$ cat src/rtl/wallace_mult_arbiter.sv
// Round-robin arbiter that time-shares one 4x4 Wallace tree multiplier among N_REQ requesters.
// Operands are registered before the tree and the product is registered after it.
module wallace_mult_arbiter #(
  parameter int unsigned N_REQ = 4,
  parameter int unsigned ID_W  = 3
) (
  input  logic               clk,
  input  logic               rst,
  input  logic [N_REQ-1:0]   req_valid,
  output logic [N_REQ-1:0]   req_ready,
  input  logic [4*N_REQ-1:0] req_a,
  input  logic [4*N_REQ-1:0] req_b,
  output logic               rsp_valid,
  input  logic               rsp_ready,
  output logic [ID_W-1:0]    rsp_id,
  output logic [7:0]         rsp_product,
  output logic [15:0]        op_count,
  output logic               busy
);

  typedef enum logic [1:0] {StIdle, StMul, StResp} state_e;

  state_e            state_q, state_d;
  logic [ID_W-1:0]   last_grant_q, id_q;
  logic [3:0]        a_q, b_q;

  logic [N_REQ-1:0]  mask, hi, pool, grant;
  logic [ID_W-1:0]   win_id;
  logic [3:0]        win_a, win_b;
  logic              found;

  // Requesters above last_grant take precedence; otherwise wrap to the lowest valid index.
  always_comb begin
    mask  = '0;
    grant = '0;
    win_id = '0;
    win_a = '0;
    win_b = '0;
    found = 1'b0;
    for (int unsigned i = 0; i < N_REQ; i++) begin
      mask[i] = (i > 32'(last_grant_q));
    end
    hi   = req_valid & mask;
    pool = (hi != '0) ? hi : req_valid;
    for (int unsigned i = 0; i < N_REQ; i++) begin
      if (!found && pool[i]) begin
        found    = 1'b1;
        grant[i] = 1'b1;
        win_id   = ID_W'(i);
        win_a    = req_a[4*i +: 4];
        win_b    = req_b[4*i +: 4];
      end
    end
  end

  // Wallace tree: partial products, one 4:3 reduction stage, one 3:2 stage, final adder.
  logic [3:0][3:0] pp;
  always_comb begin
    for (int unsigned i = 0; i < 4; i++) begin
      for (int unsigned j = 0; j < 4; j++) begin
        pp[i][j] = b_q[i] & a_q[j];
      end
    end
  end

  logic s13, c13, s14, c14;
  logic s22, c22, s23, c23, s24, c24, s25, c25;
  logic [7:0] mul_x, mul_y;

  assign {c13, s13} = {1'b0, pp[0][3]} + {1'b0, pp[1][2]};
  assign {c14, s14} = {1'b0, pp[1][3]} + {1'b0, pp[2][2]};
  assign {c22, s22} = {1'b0, pp[0][2]} + {1'b0, pp[1][1]} + {1'b0, pp[2][0]};
  assign {c23, s23} = {1'b0, s13} + {1'b0, pp[2][1]} + {1'b0, pp[3][0]};
  assign {c24, s24} = {1'b0, s14} + {1'b0, pp[3][1]} + {1'b0, c13};
  assign {c25, s25} = {1'b0, pp[2][3]} + {1'b0, pp[3][2]} + {1'b0, c14};

  assign mul_x = {1'b0, pp[3][3], s25, s24, s23, s22, pp[0][1], pp[0][0]};
  assign mul_y = {1'b0, c25, c24, c23, c22, 1'b0, pp[1][0], 1'b0};

  always_comb begin
    state_d = state_q;
    unique case (state_q)
      StIdle:  if (grant != '0) state_d = StMul;
      StMul:   state_d = StResp;
      StResp:  if (rsp_ready) state_d = StIdle;
      default: state_d = StIdle;
    endcase
  end

  // Gated by rst so no grant is offered while reset is held.
  assign req_ready = (state_q == StIdle && !rst) ? grant : '0;
  assign rsp_valid = (state_q == StResp);
  assign busy      = (state_q != StIdle);

  always_ff @(posedge clk or posedge rst) begin
    if (rst) begin
      state_q      <= StIdle;
      last_grant_q <= ID_W'(N_REQ - 1);
      a_q          <= '0;
      b_q          <= '0;
      id_q         <= '0;
      rsp_product  <= '0;
      rsp_id       <= '0;
      op_count     <= '0;
    end else begin
      state_q <= state_d;
      if (state_q == StIdle && grant != '0) begin
        a_q          <= win_a;
        b_q          <= win_b;
        id_q         <= win_id;
        last_grant_q <= win_id;
      end
      if (state_q == StMul) begin
        rsp_product <= mul_x + mul_y;
        rsp_id      <= id_q;
      end
      if (rsp_valid && rsp_ready && op_count != 16'hFFFF) begin
        op_count <= op_count + 16'd1;
      end
    end
  end

endmodule

$ cat config.mk
export PLATFORM = sky130hd
export DESIGN_NAME = wallace_mult_arbiter
export DESIGN_NICKNAME = d
export VERILOG_FILES = /design/src/rtl/wallace_mult_arbiter.sv
export SDC_FILE = /design/constraint.sdc
export NUM_CORES = 1
export LEC_CHECK = 0
export ABC_AREA = 1
export CORE_ASPECT_RATIO = 0.9
export CORE_MARGIN = 10
export CORE_UTILIZATION = 54
export CTS_BUF_LIST = sky130_fd_sc_hd__clkbuf_8
export DETAILED_ROUTE_END_ITERATION = 12
export PLACE_DENSITY = 0.88
export SYNTH_ARGS = -nofsm -noshare
export SYNTH_HDL_FRONTEND = slang
export SYNTH_SLANG_ARGS = --single-unit
$ cat constraint.sdc
create_clock -name clk -period 4.8 [get_ports clk]
set_input_delay 0.48 -clock clk [delete_from_list [all_inputs] [get_ports clk]]
set_output_delay 0.48 -clock clk [all_outputs]
set_load 0.01 [all_outputs]
==> flow_summary.ini, run 1 <==
[run_status]
run_status = complete, no violations

[timing]
min_period_over_period_pct = 60.17
slew_headroom_pct = 60.53
fin_hold_ws_ps = 480.5
finalClockSkew_ps = 2.895
rsz0062_at_grt = no
fin_crit_ps = 2888
hold_violations = 0
tightest_slew_ps = 590.7
clock.fmax_mhz = 346.2
fin_tns_setup_ps = 0
finalSetupViolations = 0
finalWorstSetupSlack_ps = 1912
finalMaxSlewViolations = 0

[floorplan]
rows = 23
ioPinCount = 72
die_w_um = 93.25
core_area_mm2 = 0.004547
die_area_mm2 = 0.008012
start_util_pct = 57.35
fp.dieH_um = 85.92

[power]
p_leak_nw = 1.779
ir_worst_vdd_mv = 0.3550
pwr_density_cell_mw_per_mm2 = 449.0

[clock_tree]
cts_buffers = 5
htree_levels = 2
cts_tree = yes
clk_latency_ps = 290
cts_sinks = 40
path_clk_slew_ps = 70
cts.hold.buffers_added = 0
cts_setup_buffers = 0
post_cts_resize_count = 0
ctsRootBufferMaster = clkbuf_8
cts_max_path_buffers = 2

[drt]
route.detailed.drc = 0
dr_total_vias = 2504
drtIter0Drc = 136
ant_nets = 0
wl_per_cell_um = 13.91
totalWireLength_mm = 6.760
vias_per_cell = 5.152
firstDrtPassIters = 4

[min_path]
min_path_type = reg2reg

[global_routing]
grtUsageTotal_pct = 17.77
grt_pass1_vias = 2531
grt_max_degree = 42
grt_pass1_wl_mm = 11.88
antenna_found_initial = 0
grt.overflow.total = 0

[placement]
dp_hpwl_mm = 5.364
port_buffers = 70
place_area_mm2 = 0.003348
post-place-ws_ps = 1918
gp_congestion = 0.8178

[yosys]
ys_top_cells_by_area = dfrtp_1 36%, nand2_1 18%, inv_1 5.9%
avgSynthCellArea_um2 = 7.408
netlist.area_leader.share_pct = 36.47
synth-async-reset-ratio_pct = 100.0
ys_types = 32
synth-edff-count = 0
yosysSeqAreaShare_pct = 38.48
ys.warnings.count = 0
synth_flop_cell = dfrtp_1
synth.largest_area_cell = dfrtp_1
synth_area_mm2 = 0.002608
synthCells = 352
synth_nets = 404
synth_seq_cells = 40

[cells_and_area]
layout_commonest_cell = nand2_1
layout_common_cells = 127 x nand2_1, 70 x clkdlybuf4s50_1, 41 x inv_1
final_layout_size_suffix_gt1_share_pct = 7.783
utilization_pct = 75.67
stdcell_area_mm2 = 0.003441
nets = 475
diodes = 0
area_growth_pct = 31.96

[worst_setup_path]
critical_path.startpoint_type = primary input
worstPathArrival_ps = 2410
worstPathRequired_ps = 4320
path_class = in2out
cp_max_fo = 10
end_kind = primary output

[job]
drv_cap = 0
[synth_stat cells, types with 3 or more instances]
cell and number:
nand4_1 19, nor2_1 19, o21ai_0 8, dfrtp_1 38, inv_2 4, nand3_2 3, nand2_1 127, buf_2 3
fa_1 4, xnor2_1 6, nor3_1 6, ha_1 9, inv_1 41, nand2_2 6, xor2_1 9, nand3_1 28
[report_power, final]
part	switching [mW]	leakage [nW]	internal [mW]	total [mW]
clock	0.114	0.0510	0.115	0.229
sequential	0.107	0.515	0.452	0.559
combinational	0.435	1.21	0.321	0.757
[final timing paths]
check	cells past startpoint	startpoint	endpoint	slack, ps
max in group asynchronous	3	rst	last_grant_q[0]$_DFFE_PP1P_	3840
setup / recovery	8	req_valid[3]	req_ready[3]	1910
hold reg to reg	2	last_grant_q[0]$_DFFE_PP1P_	last_grant_q[0]$_DFFE_PP1P_	480
hold / removal	2	last_grant_q[0]$_DFFE_PP1P_	last_grant_q[0]$_DFFE_PP1P_	480
min in group asynchronous	3	rst	op_count[0]$_DFFE_PP0P_	600
setup reg to reg	14	b_q[0]$_DFFE_PP0P_	rsp_product[6]$_DFFE_PP0N_	2210
[per-layer routing]
layer	vias to the layer above	global-route usage, %	wire length (um)
met2	59	32.05	3594
met3	9	4.007	279
met1	1188	20.58	2815
li1	1248	-	-
met4	0	4.482	70
met5	-	0	0
[cells by family after synthesis]
family	Yosys count	share of synthesized area [%]
buffers and inverters	55	8.685
xor gates and xnor gates	15	5.039
and+or+nand+nor	216	37.43
adders and majority gates	13	7.390
other	1	0.1438
AOI/OAI and AO/OA	12	2.831
DFF	40	38.48
[sequential cells by signal, indices dropped and copies added, names as in the netlist]
signal / count
a_q: 4
b_q: 4
id_q: 2
last_grant_q: 2
op_count: 16
rsp_id: 2
rsp_product: 8
state_q: 2
[worst max-delay path, stage by stage]
cell,delay [ps]
clkdlybuf4s50_1,510
nand3_1,90
nand2_1,110
inv_2,110
nor2_2,300
nand2_1,150
nor2_1,110
clkdlybuf4s50_1,550
[stage by stage]
stage | power [mW] | std cells
final | 1.545 | 486
after global routing | 1.689 | 486
after CTS | 1.555 | 486
after detailed placement | 1.315 | 478
after global placement | 1.291 | 478
after floorplan | 1.037 | 352
[final cells by class]
class	instances	area (um^2)
multi-input cells	257	1378
fillers	367	1106
flip-flops and latches	40	1003
repair buffers	71	708.2
inverters	48	181.4
clock buffers	6	82.58
well taps	62	77.57
clock inverters	2	10.01
(Power assumes the default switching activity.)
==> inputs of run 2 (changes only) <==
CORE_UTILIZATION = 45   (was 54)
PLACE_DENSITY = 0.79   (was 0.88)
clock period = 2.5 ns   (was 4.8 ns; I/O delays follow)
==> flow_summary.ini, run 2 (synthesis results as in run 1) <==
[run_status]
run_status = complete, no violations

[cells_and_area]
regMostFlops = op_count
multi_input_area_mm2 = 0.001415
top_regs = op_count x16, rsp_product x8
final_layout_size_suffix_gt1_share_pct = 10.65
diodes = 0
layout_commonest_cell = nand2_1
nets = 483
regArea_mm2 = 0.001005
area_growth_pct = 38.68
largest_reg_flops = 16
layout_common_cells = 127 x nand2_1, 70 x clkdlybuf4s50_1, 40 x inv_1
nFillCells = 485

[timing]
hold_violations = 0
finalMaxSlewViolations = 0
fin_crit_ps = 2399
tightest_slew_ps = 510.3
slew_headroom_pct = 65.90
finalClockSkew_ps = 4.561
clock.fmax_mhz = 416.8
fin_tns_setup_ps = 0
min_period_over_period_pct = 95.98
fin_hold_ws_ps = 417.1
finalSetupViolations = 0

[drt]
wl_per_cell_um = 14.46
firstDrtPassIters = 4
totalWireLength_mm = 7.258
vias_per_cell = 5.074
dr_total_vias = 2547
route.detailed.drc = 0
ant_nets = 0
drtIter0Drc = 118

[floorplan]
start_util_pct = 46.07
die_area_mm2 = 0.009244
die_w_um = 100.2
core_area_mm2 = 0.005660
ioPinCount = 72
fp.dieH_um = 92.22
rows = 26

[job]
drv_cap = 0

[power]
switchingPower_mw = 1.344
p_leak_nw = 1.837
ir_worst_vdd_mv = 0.6688
clock_power_share_pct = 21.5
swShare_pct = 39.12
pwr_density_cell_mw_per_mm2 = 950.2
p_int_mw = 2.092
combinationalPowerShare_pct = 47.6
seqPwrFrac_pct = 30.8
finalPower_mw = 3.436

[global_routing]
grt.busiest_layer = met2
grt_pass1_wl_mm = 11.75
grt_pass1_vias = 2465
grtUsageTotal_pct = 15.29
grt_util_met2_pct = 27.09
antenna_found_initial = 0
grt.overflow.total = 0
use_met3_pct = 2.926
grtUsageMet1_pct = 18.29
grt_max_degree = 41

[worst_setup_path]
reg2reg_from = b_q[1]$_DFFE_PP0P_
cp_max_fo = 5
max_stage_delay_ps = 520
cp_num_buf_inv = 1
rrSetupSlack_ps = 100
crit_chain = nand2_1, inv_2, ha_4, fa_1, ha_4, nand3_1, nand2_1, nand2_1, nand2_1, nand2_1, nand2_1, or2_2, nand3_1, nand2_1
path_class = reg2reg
critical_path.startpoint_type = flip-flop
worstPathArrival_ps = 2590
crit_path_top_delay_cell = fa_1
worstPathRequired_ps = 2690
worstRegToRegCells = 14
end_kind = flip-flop
crit_family = adder cells
cp-endpoint = rsp_product[6]$_DFFE_PP0N_
startpoint = b_q[1]$_DFFE_PP0P_
cp_common_cell = nand2_1
cp_num_cells = 14
reg2reg_to = rsp_product[6]$_DFFE_PP0N_

[placement]
port_buffers = 70
dp_hpwl_mm = 5.383
gp_congestion = 0.8952

[clock_tree]
cts_tree = yes
cts_sinks = 40
cts_max_path_buffers = 2
path_clk_slew_ps = 80
cts_buffers = 5
htree_levels = 2
clk_latency_ps = 300
ctsRootBufferMaster = clkbuf_8
cts.hold.buffers_added = 0

[min_path]
min_path_type = in2async
## run 2: power by group through the flow
stage | registers [mW] | clock network, mW | logic (mW)
CTS | 1.06 | 0.749 | 1.55
floorplan | 1.08 | 0 | 0.913
finish | 1.06 | 0.740 | 1.64
global route | 1.09 | 0.781 | 1.82
detailed placement | 1.06 | 0 | 1.53
global placement | 1.05 | 0 | 1.48
## run 2: metrics by stage
| step | instances | instance area, um^2 | util, % | worst slack, ps |
|---|---|---|---|---|
| floorplan | 352 | 2608 | - | 119.1 |
| finish | 502 | 3616 | 63.88 | 100.6 |
| CTS | 500 | 3562 | 62.93 | 4.810 |
| global route | 502 | 3616 | 63.88 | -9.471 |
| detailed placement | 491 | 3396 | 59.99 | 7.715 |
| global placement | 491 | 3396 | 59.99 | 97.11 |
## run 2: area by class of cell
class,instances,share of cell area (%)
well taps,70,2.422
multi-input cells,257,39.14
flip-flops and latches,40,27.79
inverters,48,5.017
clock inverters,3,2.491
clock buffers,5,1.903
repair buffers,79,21.25
## run 2: routing by layer
layer,wire length (um),vias to the layer above
met5,0,-
met4,97,0
met3,238,12
met2,3908,39
met1,3014,1230
li1,-,1266
## run 2: tightest hold or removal path, stage by stage
cell	delay (ps)
clkdlybuf4s50_1	390
inv_1	80
buf_4	430
## run 2: worst min-delay path by stage
stage	end	slack, ps	start
2_1_floorplan	state_q[1]$_DFFE_PP0P_	360	rsp_ready
3_3_place_gp	id_q[1]$_DFFE_PP0P_	460	id_q[1]$_DFFE_PP0P_
3_5_place_dp	id_q[1]$_DFFE_PP0P_	460	id_q[1]$_DFFE_PP0P_
4_1_cts	rsp_product[1]$_DFFE_PP0N_	460	rst
5_1_grt	state_q[1]$_DFFE_PP0P_	500	rst
6_report	state_q[1]$_DFFE_PP0P_	420	rst
## run 2: timing repair
item,in CTS,in global routing
resized for setup,0,5
pin swaps,0,2
endpoints found under the hold margin,0,0
setup endpoints to repair,1,2
buffers inserted,1,2
